--- config.mk ---
export PLATFORM = sky130hd
export DESIGN_NAME = hamming_pipe_secded_flat
export DESIGN_NICKNAME = d
export VERILOG_FILES = /design/src/rtl/hamming_pipe_secded_if.sv /design/src/rtl/hamming_pipe_secded.sv /design/src/flat_wrapper.sv
export SDC_FILE = /design/constraint.sdc
export NUM_CORES = 1
export LEC_CHECK = 0
export CAP_MARGIN = 20
export CORE_UTILIZATION = 60
export DETAILED_ROUTE_END_ITERATION = 6
export DONT_BUFFER_PORTS = 1
export PLACE_DENSITY = 0.76
export SYNTH_ARGS = -nofsm -noshare
export SYNTH_HDL_FRONTEND = slang
export SYNTH_SLANG_ARGS = --single-unit
export TNS_END_PERCENT = 1
--- constraint.sdc ---
create_clock -name clk -period 1.4 [get_ports clk]
set_input_delay 0.42 -clock clk [delete_from_list [all_inputs] [get_ports clk]]
set_output_delay 0.42 -clock clk [all_outputs]
set_load 0.005 [all_outputs]
--- src/rtl/hamming_pipe_secded_if.sv ---
// Handshake/data bundle for hamming_pipe_secded.
//   master : producer of input words and consumer of results (testbench / upstream)
//   slave  : the SECDED pipeline
// Signals:
//   in_valid/in_ready          input word handshake
//   message[NUM_BLK*4]         data, block k = message[4k+3:4k]
//   err_mask[NUM_BLK*8]        per-block codeword flip mask, bit i flips position i
//   out_valid/out_ready        result handshake
//   decoded_message            corrected data, same layout as message
//   corr_flags/uncorr_flags    per-block single-corrected / double-detected
//   error_positions[NUM_BLK*3] per-block corrected position, 0 if not corrected
interface hamming_pipe_secded_if #(
  parameter int NUM_BLK = 16
) ();
  logic                   in_valid;
  logic                   in_ready;
  logic [NUM_BLK*4-1:0]   message;
  logic [NUM_BLK*8-1:0]   err_mask;
  logic                   out_valid;
  logic                   out_ready;
  logic [NUM_BLK*4-1:0]   decoded_message;
  logic [NUM_BLK-1:0]     corr_flags;
  logic [NUM_BLK-1:0]     uncorr_flags;
  logic [NUM_BLK*3-1:0]   error_positions;

  modport master (
    output in_valid, message, err_mask, out_ready,
    input  in_ready, out_valid, decoded_message, corr_flags, uncorr_flags,
           error_positions
  );

  modport slave (
    input  in_valid, message, err_mask, out_ready,
    output in_ready, out_valid, decoded_message, corr_flags, uncorr_flags,
           error_positions
  );
endinterface

--- src/rtl/hamming_pipe_secded.sv ---
// hamming_pipe_secded: 3-stage extended Hamming(8,4) encode / error-inject /
// SECDED decode pipeline over NUM_BLK independent 4-bit blocks.
//   stage 1: encode + XOR err_mask
//   stage 2: syndrome + overall parity
//   stage 3: correct + flags (registered outputs)
// Ports:
//   clk        rising-edge clock
//   rst        synchronous active-high reset, discards everything in flight
//   bus        hamming_pipe_secded_if.slave (handshakes, data, flags)
//   cnt_clr    synchronous clear of the error counters
//   corr_cnt   saturating count of corrected blocks
//   uncorr_cnt saturating count of double-error blocks
// Optional feature: define HAMMING_ERR_CNT_EN to enable the error counters;
// otherwise both counters read constant 0 and cnt_clr is ignored.
// Flow control is a global stall: every stage advances only when the output
// register is empty or being consumed.

// Per-block datapath; holds its own three pipeline registers.
module hamming_secded_lane (
  input  logic       clk,
  input  logic       rst,
  input  logic       adv,
  input  logic [3:0] data,
  input  logic [7:0] mask,
  output logic [3:0] dec,
  output logic       corr,
  output logic       uncorr,
  output logic [2:0] pos
);
  logic [7:0] cw_enc;
  logic [7:0] s1_cw;
  logic [7:0] s2_cw;
  logic [2:0] s2_syn;
  logic       s2_par;
  logic [2:0] syn;
  logic [7:0] cw_fix;

  // Codeword position i is bit i; data at 3,5,6,7, parity at 1,2,4, overall at 0.
  always_comb begin
    cw_enc    = '0;
    cw_enc[3] = data[0];
    cw_enc[5] = data[1];
    cw_enc[6] = data[2];
    cw_enc[7] = data[3];
    cw_enc[1] = data[0] ^ data[1] ^ data[3];
    cw_enc[2] = data[0] ^ data[2] ^ data[3];
    cw_enc[4] = data[1] ^ data[2] ^ data[3];
    cw_enc[0] = ^cw_enc[7:1];
  end

  assign syn[0] = s1_cw[1] ^ s1_cw[3] ^ s1_cw[5] ^ s1_cw[7];
  assign syn[1] = s1_cw[2] ^ s1_cw[3] ^ s1_cw[6] ^ s1_cw[7];
  assign syn[2] = s1_cw[4] ^ s1_cw[5] ^ s1_cw[6] ^ s1_cw[7];

  // Overall parity set means an odd number of flips: treat as single error at
  // the syndrome position (syndrome 0 = the overall parity bit itself).
  always_comb begin
    cw_fix = s2_cw;
    if (s2_par) cw_fix[s2_syn] = ~s2_cw[s2_syn];
  end

  always_ff @(posedge clk) begin
    if (rst) begin
      s1_cw  <= '0;
      s2_cw  <= '0;
      s2_syn <= '0;
      s2_par <= 1'b0;
      dec    <= '0;
      corr   <= 1'b0;
      uncorr <= 1'b0;
      pos    <= '0;
    end else if (adv) begin
      s1_cw  <= cw_enc ^ mask;
      s2_cw  <= s1_cw;
      s2_syn <= syn;
      s2_par <= ^s1_cw;
      dec    <= {cw_fix[7], cw_fix[6], cw_fix[5], cw_fix[3]};
      corr   <= s2_par;
      uncorr <= !s2_par && (s2_syn != 3'd0);
      pos    <= s2_par ? s2_syn : 3'd0;
    end
  end
endmodule

module hamming_pipe_secded #(
  parameter int NUM_BLK = 16
) (
  input  logic                  clk,
  input  logic                  rst,
  hamming_pipe_secded_if.slave  bus,
  input  logic                  cnt_clr,
  output logic [15:0]           corr_cnt,
  output logic [15:0]           uncorr_cnt
);
  localparam int STAGES = 3;

  logic [STAGES:0] vld_pipe;
  logic            adv;

  assign vld_pipe[0]   = bus.in_valid;
  assign adv           = bus.out_ready || !vld_pipe[STAGES];
  assign bus.in_ready  = adv;
  assign bus.out_valid = vld_pipe[STAGES];

  always_ff @(posedge clk) begin
    if (rst)      vld_pipe[STAGES:1] <= '0;
    else if (adv) vld_pipe[STAGES:1] <= vld_pipe[STAGES-1:0];
  end

  for (genvar k = 0; k < NUM_BLK; k++) begin : g_lane
    hamming_secded_lane u_lane (
      .clk    (clk),
      .rst    (rst),
      .adv    (adv),
      .data   (bus.message[4*k +: 4]),
      .mask   (bus.err_mask[8*k +: 8]),
      .dec    (bus.decoded_message[4*k +: 4]),
      .corr   (bus.corr_flags[k]),
      .uncorr (bus.uncorr_flags[k]),
      .pos    (bus.error_positions[3*k +: 3])
    );
  end

`ifdef HAMMING_ERR_CNT_EN
  logic out_fire;
  assign out_fire = vld_pipe[STAGES] && bus.out_ready;

  function automatic logic [5:0] popcnt(input logic [NUM_BLK-1:0] v);
    logic [5:0] n;
    n = '0;
    for (int i = 0; i < NUM_BLK; i++) n = n + 6'(v[i]);
    return n;
  endfunction

  function automatic logic [15:0] sat_add(input logic [15:0] a, input logic [5:0] b);
    logic [16:0] s;
    s = {1'b0, a} + {11'b0, b};
    return s[16] ? 16'hFFFF : s[15:0];
  endfunction

  always_ff @(posedge clk) begin
    if (rst || cnt_clr) begin
      corr_cnt   <= '0;
      uncorr_cnt <= '0;
    end else if (out_fire) begin
      corr_cnt   <= sat_add(corr_cnt,   popcnt(bus.corr_flags));
      uncorr_cnt <= sat_add(uncorr_cnt, popcnt(bus.uncorr_flags));
    end
  end
`else
  logic unused_cnt_clr;
  assign unused_cnt_clr = cnt_clr;
  assign corr_cnt       = '0;
  assign uncorr_cnt     = '0;
`endif
endmodule

--- src/flat_wrapper.sv ---
// flat-port wrapper written by rule: the top's interface ports become plain ports
module hamming_pipe_secded_flat 
#(
  parameter int NUM_BLK = 16
)
  (clk, rst, cnt_clr, corr_cnt, uncorr_cnt, bus_in_valid, bus_message, bus_err_mask, bus_out_ready, bus_in_ready, bus_out_valid, bus_decoded_message, bus_corr_flags, bus_uncorr_flags, bus_error_positions);
  hamming_pipe_secded_if #(.NUM_BLK(NUM_BLK)) bus_i ();
  input  logic clk;
  input  logic rst;
  input  logic cnt_clr;
  output logic [15:0] corr_cnt;
  output logic [15:0] uncorr_cnt;
  input wire logic [$bits(bus_i.in_valid)-1:0] bus_in_valid;
  input wire logic [$bits(bus_i.message)-1:0] bus_message;
  input wire logic [$bits(bus_i.err_mask)-1:0] bus_err_mask;
  input wire logic [$bits(bus_i.out_ready)-1:0] bus_out_ready;
  output wire logic [$bits(bus_i.in_ready)-1:0] bus_in_ready;
  output wire logic [$bits(bus_i.out_valid)-1:0] bus_out_valid;
  output wire logic [$bits(bus_i.decoded_message)-1:0] bus_decoded_message;
  output wire logic [$bits(bus_i.corr_flags)-1:0] bus_corr_flags;
  output wire logic [$bits(bus_i.uncorr_flags)-1:0] bus_uncorr_flags;
  output wire logic [$bits(bus_i.error_positions)-1:0] bus_error_positions;
  assign bus_i.in_valid = bus_in_valid;
  assign bus_i.message = bus_message;
  assign bus_i.err_mask = bus_err_mask;
  assign bus_i.out_ready = bus_out_ready;
  assign bus_in_ready = bus_i.in_ready;
  assign bus_out_valid = bus_i.out_valid;
  assign bus_decoded_message = bus_i.decoded_message;
  assign bus_corr_flags = bus_i.corr_flags;
  assign bus_uncorr_flags = bus_i.uncorr_flags;
  assign bus_error_positions = bus_i.error_positions;
  hamming_pipe_secded #(.NUM_BLK(NUM_BLK)) u_core (.clk(clk), .rst(rst), .bus(bus_i), .cnt_clr(cnt_clr), .corr_cnt(corr_cnt), .uncorr_cnt(uncorr_cnt));
endmodule
# Word-level counts from Yosys, hierarchy flattened
# Cells that the tools add are included.
# totals
regBits,467
out_inout_bits,178
# op_classes
magnitude_cmp,32
n_mux,112
bitwise,272
n_reduce_logical,98
# op_table
op,n
$xor A1 B1 Y1,240
$bwmux W8,16
$mux W8,16
$reduce_xor A8 Y1,16
$xor A8 B8 Y8,16
$reduce_xor A7 Y1,16
$lt A3 B4 Y1 const B,16
$bmux W1 S3,16
$demux W1 S3,16
$ge A3 B1 Y1 const B,16
$mux W3,16
$reduce_bool A3 Y1,16
$logic_and A1 B1 Y1,32
$mux W1,32
$logic_not A1 Y1,17
$not A1 Y1,16
$logic_or A1 B1 Y1,1

# Longest topological paths before layout
# Gate-level depths: netlist of run 1.
# depth
ltp_word,6
ltp_mapped,6

# Cells and area by module
# Synthesis of run 1 repeated with hierarchy kept, for this count alone.
# hier_totals
hier_cells,1997
hier_area_um2,18930.7
# modules_own_cells
mod,instances,cells_each,area_each_um2,seq_area_each_um2
hamming_secded_lane,16,122,1159.9,500.5
hamming_pipe_secded,1,45,372.9,60.1

# Least setup slack after synthesis of run 1
# OpenSTA, ideal clock, no wires.
# synth_path
path_type,register -> output
from,register u_core.vld_pipe[3] (netlist: u_core.bus.out_valid)
to,output port bus_in_ready
arrival_ns,0.970
t_required_ns,0.980
slack_ns,0.010
stages_incl_launch_ff,5
n_path_buf,2
path_cell_list,dfxtp_1 -> nor2b_2 -> inv_2 -> buf_2 -> clkbuf_1
# synth_via
elab_chain_cells,2
# synth_rtl
element,line,text
"start, declared",hamming_pipe_secded.sv:97,logic [STAGES:0] vld_pipe;
"start signal, assigned by index",hamming_pipe_secded.sv:107,else if (adv) vld_pipe[STAGES:1] <= vld_pipe[STAGES-1:0];
$logic_not A1 Y1,hamming_pipe_secded.sv:101,assign adv = bus.out_ready || !vld_pipe[STAGES];
$logic_or A1 B1 Y1,hamming_pipe_secded.sv:101,
"end, declared",flat_wrapper.sv:17,output wire logic [$bits(bus_i.in_ready)-1:0] bus_in_ready;
# No other way between the ends.

# Final worst setup path of run 1
# Ends and elaborated chain as after synthesis.

==> results of run 1 <==
[per-stage QoR]
stage | util | TNS [ns] | setup slack [ns] | hold slack [ns]
global placement | 0.6228 | -0.09600 | -0.01767 | 0.4390
detailed placement | 0.6228 | -1.628 | -0.08366 | 0.4461
floorplan | - | 0 | 0.01042 | 0.4321
global route | 0.6783 | -52.61 | -0.3107 | -0.05671
CTS | 0.6746 | -17.59 | -0.2883 | -0.04686
finish | 0.6783 | -31.77 | -0.2652 | -0.03401
[final cells by class]
class,instances,area share
Clock inverter,10,0.004894
Multi-Input combinational cell,1556,0.4705
Timing Repair Buffer,84,0.05144
Clock buffer,66,0.06368
Sequential cell,403,0.3853
Tap cell,396,0.02363
Inverter,1,0.0005371
[logic make-up after synthesis]
group,count (synthesis),synth area share
buf+inv,236,0.06596
xor+xnor,463,0.2179
simple gates,645,0.1466
flops,403,0.4240
compound gates,416,0.1453
other cells,1,0.0001971
[worst min-delay path by stage]
stage / slack, ns / from / depth (start not counted) / endpoint
finish: -0.03 / rst / 1 / u_core.g_lane[4].u_lane.corr$_SDFFE_PP0P_
global route: -0.06 / rst / 1 / u_core.g_lane[0].u_lane.dec[1]$_SDFFE_PP0P_
CTS: -0.05 / rst / 1 / u_core.g_lane[4].u_lane.corr$_SDFFE_PP0P_
detailed placement: 0.45 / u_core.vld_pipe[2]$_SDFFE_PP0P_ / 2 / u_core.vld_pipe[2]$_SDFFE_PP0P_
global placement: 0.44 / u_core.vld_pipe[2]$_SDFFE_PP0P_ / 2 / u_core.vld_pipe[2]$_SDFFE_PP0P_
floorplan: 0.43 / u_core.vld_pipe[1]$_SDFFE_PP0P_ / 2 / u_core.vld_pipe[1]$_SDFFE_PP0P_
[routing by layer]
layer / up-vias / routed length, microns
met5: - / 0
met4: 0 / 1224
met3: 78 / 2879
met2: 391 / 20340
met1: 6624 / 17040
li1: 7089 / -
[state kept, by name, summed over array words and instances, names as in the netlist]
| name | cells |
|---|---|
| u_core.g_lane.u_lane.s1_cw | 128 |
| u_core.vld_pipe | 2 |
| u_core.bus.out_valid | 1 |
| u_core.g_lane.u_lane.pos | 48 |
| u_core.g_lane.u_lane.s2_syn | 48 |
| u_core.g_lane.u_lane.s2_par | 16 |
| u_core.g_lane.u_lane.dec | 64 |
| u_core.g_lane.u_lane.corr | 16 |
| u_core.g_lane.u_lane.s2_cw | 64 |
| u_core.g_lane.u_lane.uncorr | 16 |
[where the power goes]
group / internal (mW) / leakage [nW] / switching [mW] / total (mW)
sequential: 13.0 / 3.33 / 1.88 / 14.9
clock: 6.90 / 0.713 / 4.45 / 11.4
combinational: 3.11 / 3.98 / 2.64 / 5.75
total: 23.1 / 8.02 / 8.97 / 32.0
[Yosys cell counts (all sizes together) (14+ instances only)]
library cell  instances
clkbuf               64
xnor2               268
nor2                274
nand4b               34
nand4                16
a21oi               146
nand3                62
nor3                 32
xor2                195
a311oi               14
o21ai                14
a211oi              242
buf                 171
or3                  14
nand2               212
dfxtp               403
[placed cells by master, fill, tap and decap left out, drive strengths merged]
cell / synthesis / layout
a211oi: 242 / 242
clkinv: 0 / 7
bufbuf: 0 / 2
xnor2: 268 / 268
o21ai: 14 / 14
a21oi: 146 / 146
nand4: 16 / 16
conb: 1 / 32
nand4b: 34 / 34
nand2: 212 / 212
clkbuf: 64 / 67
a311oi: 14 / 14
inv: 1 / 1
xor2: 195 / 195
or3: 14 / 14
nor2b: 1 / 1
bufinv: 0 / 2
clkinvlp: 0 / 1
buf: 171 / 81
nor2: 274 / 274
nor3: 32 / 32
nand3: 62 / 62
dfxtp: 403 / 403
[worst max-delay path, stage by stage, from the launching register on]
cell and delay [ns]:
dfxtp_2 0.33, nor2b_4 0.20, inv_8 0.05, buf_16 0.14
[what timing repair did]
item                                   4_1_cts  5_1_grt
gates cloned                                 3        1
setup buffers                                3        2
endpoints found under the hold margin      160      100
gates resized for setup                     13       25
setup endpoints to repair                   16      367
==> flow_summary.ini, run 1 <==
[sta]
min_period_over_period = 1.189
finalMaxSlewViolations = 0
fmax_mhz = 600.5
relSlewSlack = 0.2857
final-setup-viol-count = 341
fin_ws_ns = -0.2652
rsz0062_at_grt = true
tightest_slew_ns = 1.071
hold_viol_final = 5
holdWs_ns = -0.03401
clock_skew_ns = 0.01143
min_period_ns = 1.665

[drt]
vias = 14182
wl_per_cell_microns = 16.49
finalWirelength_microns = 41490
drtIter0Drc = 800
drc_errors = 0
postRouteAntennaNets = 0
first_pass_iters = 5
vias_per_cell = 5.637

[critical_path]
reg2reg_depth = 7
crit_required_ns = 0.98
critPathLaunchType = flip-flop
worstSetupPathType = reg -> out
regToRegSetupSlack_ns = -0.26
critPathCaptureType = primary output
startpoint = u_core.bus.out_valid$_SDFFE_PP0P_
r2r-end = u_core.g_lane[1].u_lane.dec[2]$_SDFFE_PP0P_
rr_startpoint = u_core.bus.out_valid$_SDFFE_PP0P_
cp.arrival_ns = 1.25
cp_max_fo = 7
endpoint = bus_in_ready

[yosys]
yosysTopAreaCell = dfxtp_1
netlist.area_leader.share = 0.4240
synth_area_leaders = dfxtp_1 42%, xnor2_1 12%, a211oi_1 9.4%
synthDistinctLibCells = 24
synthArstFlopShare = 0
syn-cell-area_sq_um = 19030
synth_seq_cells = 403
avgSynthCellArea_sq_um = 8.792
synth_warnings = 0
synth_edf_count = 0
synth_cells = 2164
ys.flop_type = dfxtp_1
ys_seq_area_frac = 0.4240

[power]
totalPowerFinal_mw = 32.02
power.leakage_nw = 8.021
vdd_ir_drop_max_mv = 1.185
p_per_area_nw_per_um2 = 1528

[clock_tree]
h-tree-depth = 2
cts_tree = done
clockBufferDepth = 3
numCtsBuffers = 42
clockRootBuffer = clkbuf_16
cts.sinks = 403
clk_latency_ns = 0.53
clk_pin_slew_ns = 0.06

[grt]
antenna_found_initial = 0
overflow = 0
grtUsageMet2 = 0.4240
use_met3 = 0.06225
grtUsageTotal = 0.2499
grt_pass1_vias = 13560
grt-busiest-layer = met2
grt_use_met1 = 0.3067
grt_pass1_wl_microns = 67520
grt_max_degree = 404

[status]
violations = hold timing, setup timing
status = complete, but fails checks

[finish]
final_area_sq_um = 20970
regArea_sq_um = 8078
fillers = 2444
fin_cells = 2516
multi_input_comb_area_sq_um = 9864
nets = 2285
drive_above_1_share = 0.09009
n_antenna_cell = 0
synthToLayoutAreaGrowth_pct = 10.19

[floorplan]
die_area_sq_um = 32430
coreArea_sq_um = 30910
die_w_microns = 180.1
die_y_microns = 180.1
placementRows = 64
start_util = 0.6155
io_pins = 375

[place]
postPlaceCellArea_sq_um = 19250
portBuffers = 0
place_inst = 2431
dp_hpwl_microns = 27960
routabilityCongestion = 0.8044

[job]
drv_cap = 0

[min_path]
holdCritPathClass = in -> reg
(Power assumes the default switching activity.)
==> run 2: changes to the inputs <==
--- a/config.mk
+++ b/config.mk
@@ -7,9 +7,11 @@
 export LEC_CHECK = 0
 export CAP_MARGIN = 20
 export CORE_UTILIZATION = 60
+export CTS_CLUSTER_DIAMETER = 60
 export DETAILED_ROUTE_END_ITERATION = 6
 export DONT_BUFFER_PORTS = 1
 export PLACE_DENSITY = 0.76
+export SKIP_LAST_GASP = 1
 export SYNTH_ARGS = -nofsm -noshare
 export SYNTH_HDL_FRONTEND = slang
 export SYNTH_SLANG_ARGS = --single-unit
==> run 2 against run 1 <==
Critical path depth unchanged. Fmax decreased by 0.16%. Critical path type unchanged. Flip-flop and latch count stayed put. Non-clock buffer count rose by 1. Via count about the same. Critical endpoint unchanged. Global-route usage hardly changed. Largest power group unchanged. The flow finishes with violations (setup timing). Hold slack better by 0.044 ns. Register-to-register slack barely moved. Routed wire length is 0.14% higher. Cell area is 0.62% lower.
==> flow_summary.ini, run 2 (synthesized netlist as in run 1, its figures left out) <==
[status]
status = complete, but fails checks
violations = setup timing

[critical_path]
crit_path_cell_trace = nor2b_4 > inv_8 > buf_16
max_stage_delay_ns = 0.32
critPathCaptureType = primary output
worstSetupPathType = reg -> out
crit_required_ns = 0.98
cp_top_family = flip-flops
rr_startpoint = u_core.bus.out_valid$_SDFFE_PP0P_
reg2reg_depth = 7
cp_max_fo = 7
cp.arrival_ns = 1.25
r2r-end = u_core.g_lane[1].u_lane.dec[2]$_SDFFE_PP0P_
path_buf_inv = 2
slowest_stage = dfxtp_2
critPathLaunchType = flip-flop
regToRegSetupSlack_ns = -0.27

[floorplan]
die_w_microns = 180.1
placementRows = 64
die_area_sq_um = 32430
die_y_microns = 180.1
coreArea_sq_um = 30910
io_pins = 375
start_util = 0.6155

[finish]
largest_reg_flops = 128
multi_input_comb_area_sq_um = 9824
synthToLayoutAreaGrowth_pct = 9.509
layout_commonest_cell = dfxtp_1
fin_cells = 2518
n_antenna_cell = 0
regArea_sq_um = 8069
nets = 2286
final_area_sq_um = 20840
fillers = 2469
final_cell_mix = 402 x dfxtp_1, 274 x nor2_1, 256 x xnor2_1, 237 x a211oi_1, 212 x nand2_1
top_regs = u_core.g_lane.u_lane.s1_cw x128, u_core.g_lane.u_lane.dec x64, u_core.g_lane.u_lane.s2_cw x64
largest-register = u_core.g_lane.u_lane.s1_cw
drive_above_1_share = 0.08153

[sta]
relSlewSlack = 0.1683
min_period_over_period = 1.191
rsz0062_at_grt = true
min_period_ns = 1.668
finalMaxSlewViolations = 0
fin_ws_ns = -0.2680
final-setup-viol-count = 360
fmax_mhz = 599.5
clock_skew_ns = 0.01555
tightest_slew_ns = 1.248
hold_viol_final = 0
tns_ns = -35.32
holdWs_ns = 0.009522

[min_path]
worstHoldPathCells = 1
min_from = rst
holdCritPathClass = in -> reg
holdPathEnd = u_core.g_lane[0].u_lane.dec[0]$_SDFFE_PP0P_

[power]
power.leakage_nw = 8.000
vdd_ir_drop_max_mv = 0.9988
switching_share = 0.2844
combPwrFrac = 0.181
pwr-share-clk = 0.349
seqPwrFrac = 0.469
p_int_mw = 22.72
p_sw_mw = 9.030
p_per_area_nw_per_um2 = 1524

[grt]
grt_pass1_vias = 13559
grt_pass1_wl_microns = 67520
grt-busiest-layer = met2
grt_max_degree = 404
overflow = 0
use_met3 = 0.06285
grt_use_met1 = 0.3051
grtUsageTotal = 0.2499
grtUsageMet2 = 0.4254
antenna_found_initial = 0

[clock_tree]
cts_tree = done
numCtsBuffers = 42
clk_pin_slew_ns = 0.06
cts.sinks = 403
h-tree-depth = 2
clockBufferDepth = 3
clockRootBuffer = clkbuf_16
clk_latency_ns = 0.53

[drt]
drc_errors = 0
finalWirelength_microns = 41550
first_pass_iters = 5
vias_per_cell = 5.631
vias = 14180
wl_per_cell_microns = 16.50
drtIter0Drc = 778
postRouteAntennaNets = 0

[place]
postPlaceCellArea_sq_um = 19250
routabilityCongestion = 0.8044
dp_worst_setup_slack_ns = -0.08366
portBuffers = 0
place_inst = 2431
dp_hpwl_microns = 27960

[job]
drv_cap = 0
[run 2: cell count changes in the layout (fill, tap and decap cells not counted), moves of 5 or more]
cell     before  now
buf_4        44   57
buf_6        12    0
dfxtp_1     395  402
dfxtp_2       8    1
a21oi_1     140  146
a21oi_2       6    0
nor2_1      269  274
nor2_2        5    0
[run 2: per-layer routing]
metal | wire (microns) | vias up | part of all wire
met5 | 0 | - | 0
met4 | 1288 | 0 | 0.031
met3 | 2806 | 80 | 0.068
met2 | 20330 | 374 | 0.49
met1 | 17120 | 6645 | 0.41
li1 | - | 7081 | -
[run 2: what timing repair did]
item / in CTS / in global routing
setup endpoints to repair: 15 / 363
gates cloned: 3 / 1
gates resized for setup: 2 / 0
endpoints found under the hold margin: 145 / 45
buffers inserted: 3 / 2
[run 2: area by class of cell]
type	instances	area share
Clock buffer	64	0.06227
Multi-Input combinational cell	1556	0.4715
Sequential cell	403	0.3873
Clock inverter	13	0.004744
Tap cell	396	0.02378
Timing Repair Buffer	85	0.04984
Inverter	1	0.0005405
[run 2: worst max-delay path by stage]
stage / start / to / depth (start not counted)
6_report: u_core.bus.out_valid$_SDFFE_PP0P_ / bus_in_ready / 3
5_1_grt: u_core.bus.out_valid$_SDFFE_PP0P_ / bus_in_ready / 3
4_1_cts: u_core.bus.out_valid$_SDFFE_PP0P_ / bus_in_ready / 3
3_5_place_dp: bus_out_ready / u_core.g_lane[4].u_lane.pos[1]$_SDFFE_PP0P_ / 5
3_3_place_gp: bus_out_ready / u_core.g_lane[3].u_lane.corr$_SDFFE_PP0P_ / 5
2_1_floorplan: u_core.bus.out_valid$_SDFFE_PP0P_ / bus_in_ready / 4
[run 2: power groups by stage]
stage          logic [mW]  clock network, mW  registers, mW
6_report             5.75               11.1           14.9
5_1_grt              6.36               11.8           15.1
4_1_cts              5.75               11.3           14.9
3_5_place_dp         5.66                  0           15.1
3_3_place_gp         5.51                  0           15.0
2_1_floorplan        5.42                  0           14.3
[run 2: worst register-to-register path: stages (launching register included)]
cell	delay, ns
dfxtp_2	0.32
nor2b_4	0.14
inv_8	0.06
buf_4	0.25
buf_12	0.23
buf_12	0.18
nor2_1	0.07
a311oi_1	0.30
[run 2: stage by stage]
step | utilization | total power [mW]
finish | 0.6741 | 31.75
global route | 0.6741 | 33.28
CTS | 0.6721 | 31.90
detailed placement | 0.6228 | 20.77
global placement | 0.6228 | 20.55
floorplan | - | 19.72
==> run 3: changes to the inputs <==
--- a/config.mk
+++ b/config.mk
@@ -6,11 +6,10 @@
 export NUM_CORES = 1
 export LEC_CHECK = 0
 export CAP_MARGIN = 20
-export CORE_UTILIZATION = 60
+export CORE_UTILIZATION = 40
 export CTS_CLUSTER_DIAMETER = 60
 export DETAILED_ROUTE_END_ITERATION = 6
 export DONT_BUFFER_PORTS = 1
-export PLACE_DENSITY = 0.76
 export SKIP_LAST_GASP = 1
 export SYNTH_ARGS = -nofsm -noshare
 export SYNTH_HDL_FRONTEND = slang
==> run 3 against run 2 <==
The flow finishes with violations (DRC, hold timing, setup timing). Combinational power is 2% lower. Fmax decreased by 5.1%. Setup slack lost 0.090 ns. Sequential power hardly changed. Non-clock buffer count up 4. Core utilization is 22 points lower. Count of clock-buffer cells in the layout increased by 3. Flip-flop and latch count unchanged. Register-to-register slack worse by 0.04 ns. Power increased by 4.3%. Routed wire length up 8.3%. Largest cell class unchanged.
==> flow_summary.ini, run 3 (synthesized netlist as in run 1, its figures left out) <==
[status]
status = complete, but fails checks
violations = DRC, hold timing, setup timing

[critical_path]
max_stage_delay_ns = 0.32
r2r-end = u_core.g_lane[10].u_lane.s1_cw[0]$_SDFFE_PP0P_
rr_startpoint = u_core.bus.out_valid$_SDFFE_PP0P_
cp_top_family = flip-flops
critPathCaptureType = primary output
cp_max_fo = 6
cp.arrival_ns = 1.34
slowest_stage = dfxtp_2
crit_path_cell_trace = nor2b_4 > inv_12 > buf_16
path_buf_inv = 2
regToRegSetupSlack_ns = -0.31
crit_required_ns = 0.98
critPathLaunchType = flip-flop
worstSetupPathType = reg -> out
reg2reg_depth = 8

[sta]
min_period_ns = 1.758
min_period_over_period = 1.256
final-setup-viol-count = 382
finalMaxSlewViolations = 0
tns_ns = -73.00
fin_ws_ns = -0.3581
holdWs_ns = -0.07866
fmax_mhz = 568.8
clock_skew_ns = 0.01543
rsz0062_at_grt = true
relSlewSlack = 0.1353
hold_viol_final = 87
tightest_slew_ns = 1.297

[power]
p_per_area_nw_per_um2 = 1555
switching_share = 0.2841
pwr-share-clk = 0.379
power.leakage_nw = 8.099
vdd_ir_drop_max_mv = 0.7663
seqPwrFrac = 0.451
p_sw_mw = 9.410
p_int_mw = 23.71
combPwrFrac = 0.170

[job]
drv_cap = 0

[grt]
grt_pass1_vias = 12865
overflow = 0
grt_max_degree = 404
grt_pass1_wl_microns = 67300
grtUsageTotal = 0.1755
antenna_found_initial = 0

[finish]
fin_cells = 2742
post-route-util = 0.4555
largest-register = u_core.g_lane.u_lane.s1_cw
top_regs = u_core.g_lane.u_lane.s1_cw x128, u_core.g_lane.u_lane.dec x64, u_core.g_lane.u_lane.s2_cw x64
nets = 2296
fillers = 4516
final_cell_mix = 402 x dfxtp_1, 274 x nor2_1, 256 x xnor2_1, 236 x a211oi_1, 212 x nand2_1
n_antenna_cell = 0
drive_above_1_share = 0.08852
final_area_sq_um = 21300
largest_reg_flops = 128
synthToLayoutAreaGrowth_pct = 11.93
layout_commonest_cell = dfxtp_1

[clock_tree]
clk_latency_ns = 0.58
numCtsBuffers = 47
clockBufferDepth = 3
cts.sinks = 403
cts_tree = done
clk_pin_slew_ns = 0.06
clockRootBuffer = clkbuf_16
h-tree-depth = 2

[place]
postPlaceCellArea_sq_um = 19370
dp_hpwl_microns = 30640
routabilityCongestion = 0.7895
portBuffers = 0
place_inst = 2640

[floorplan]
start_util = 0.4069
io_pins = 375
coreArea_sq_um = 46750
die_y_microns = 220.1
die_w_microns = 220.1
die_area_sq_um = 48440
placementRows = 79

[drt]
vias = 13983
wl_per_cell_microns = 16.42
finalWirelength_microns = 45010
postRouteAntennaNets = 0
first_pass_iters = 7
drtIter0Drc = 755
drc_errors = 21
vias_per_cell = 5.100

[min_path]
holdPathEnd = u_core.g_lane[0].u_lane.pos[1]$_SDFFE_PP0P_
min_from = rst
worstHoldPathCells = 1
holdCritPathClass = in -> reg
## run 3: changes by cell type in the layout (fill, tap and decap cells not counted), moves of 3 or more
cell / previous run / this run
inv_6: 1 / 4
buf_12: 23 / 14
clkbuf_16: 46 / 51
buf_4: 57 / 66
## run 3: per-layer routing
layer | global-route usage | up-vias | share of wire
met3 | 0.06335 | 60 | 0.080
li1 | - | 7109 | -
met4 | 0.05839 | 0 | 0.026
met1 | 0.2067 | 6497 | 0.42
met5 | 0 | - | 0
met2 | 0.2938 | 317 | 0.48
## run 3: through the flow
step	worst slack, ns	hold slack [ns]	power [mW]
finish	-0.3581	-0.07866	33.12
floorplan	0.01042	0.4321	19.72
global placement	-0.06025	0.4407	20.66
detailed placement	-0.1031	0.4477	20.81
global route	-0.4223	-0.1167	34.81
CTS	-0.4033	-0.1108	33.54
## run 3: area by class of cell
type | count | area [sq um] | share of cell area
Clock buffer | 67 | 1404 | 0.06592
Timing Repair Buffer | 89 | 1001 | 0.04700
Clock inverter | 18 | 207.7 | 0.009753
Timing Repair inverter | 1 | 8.758 | 0.0004113
Sequential cell | 403 | 8069 | 0.3789
Tap cell | 607 | 759.5 | 0.03566
Multi-Input combinational cell | 1556 | 9829 | 0.4616
Inverter | 1 | 16.27 | 0.0007638
## run 3: worst register-to-register path, cell delays in order, from the launching register on
cell	delay, ns
dfxtp_2	0.32
nor2b_4	0.24
inv_12	0.06
buf_4	0.15
buf_12	0.13
buf_12	0.15
buf_4	0.21
buf_4	0.17
a211oi_1	0.19
## run 3: worst max-delay path by stage
stage	from	to	slack (ns)	cells after the start
2_1_floorplan	u_core.bus.out_valid$_SDFFE_PP0P_	bus_in_ready	0.01	4
3_3_place_gp	bus_out_ready	u_core.g_lane[8].u_lane.pos[1]$_SDFFE_PP0P_	-0.06	6
3_5_place_dp	bus_out_ready	u_core.g_lane[2].u_lane.dec[2]$_SDFFE_PP0P_	-0.10	5
4_1_cts	u_core.bus.out_valid$_SDFFE_PP0P_	bus_in_ready	-0.40	3
5_1_grt	u_core.bus.out_valid$_SDFFE_PP0P_	bus_in_ready	-0.42	3
6_report	u_core.bus.out_valid$_SDFFE_PP0P_	bus_in_ready	-0.36	3
## run 3: what timing repair did
item | CTS | global route
gates cloned | 4 | 4
gates resized for setup | 3 | 5
setup buffers | 5 | 4
endpoints found under the hold margin | 311 | 136
pin swaps | 0 | 1
setup endpoints to repair | 193 | 502
## run 3: power groups by stage
stage	sequential (mW)	combinational (mW)	clock [mW]
finish	14.9	5.64	12.6
global route	15.2	6.24	13.4
CTS	14.9	5.69	12.9
detailed placement	15.2	5.62	0
global placement	15.1	5.53	0
floorplan	14.3	5.42	0
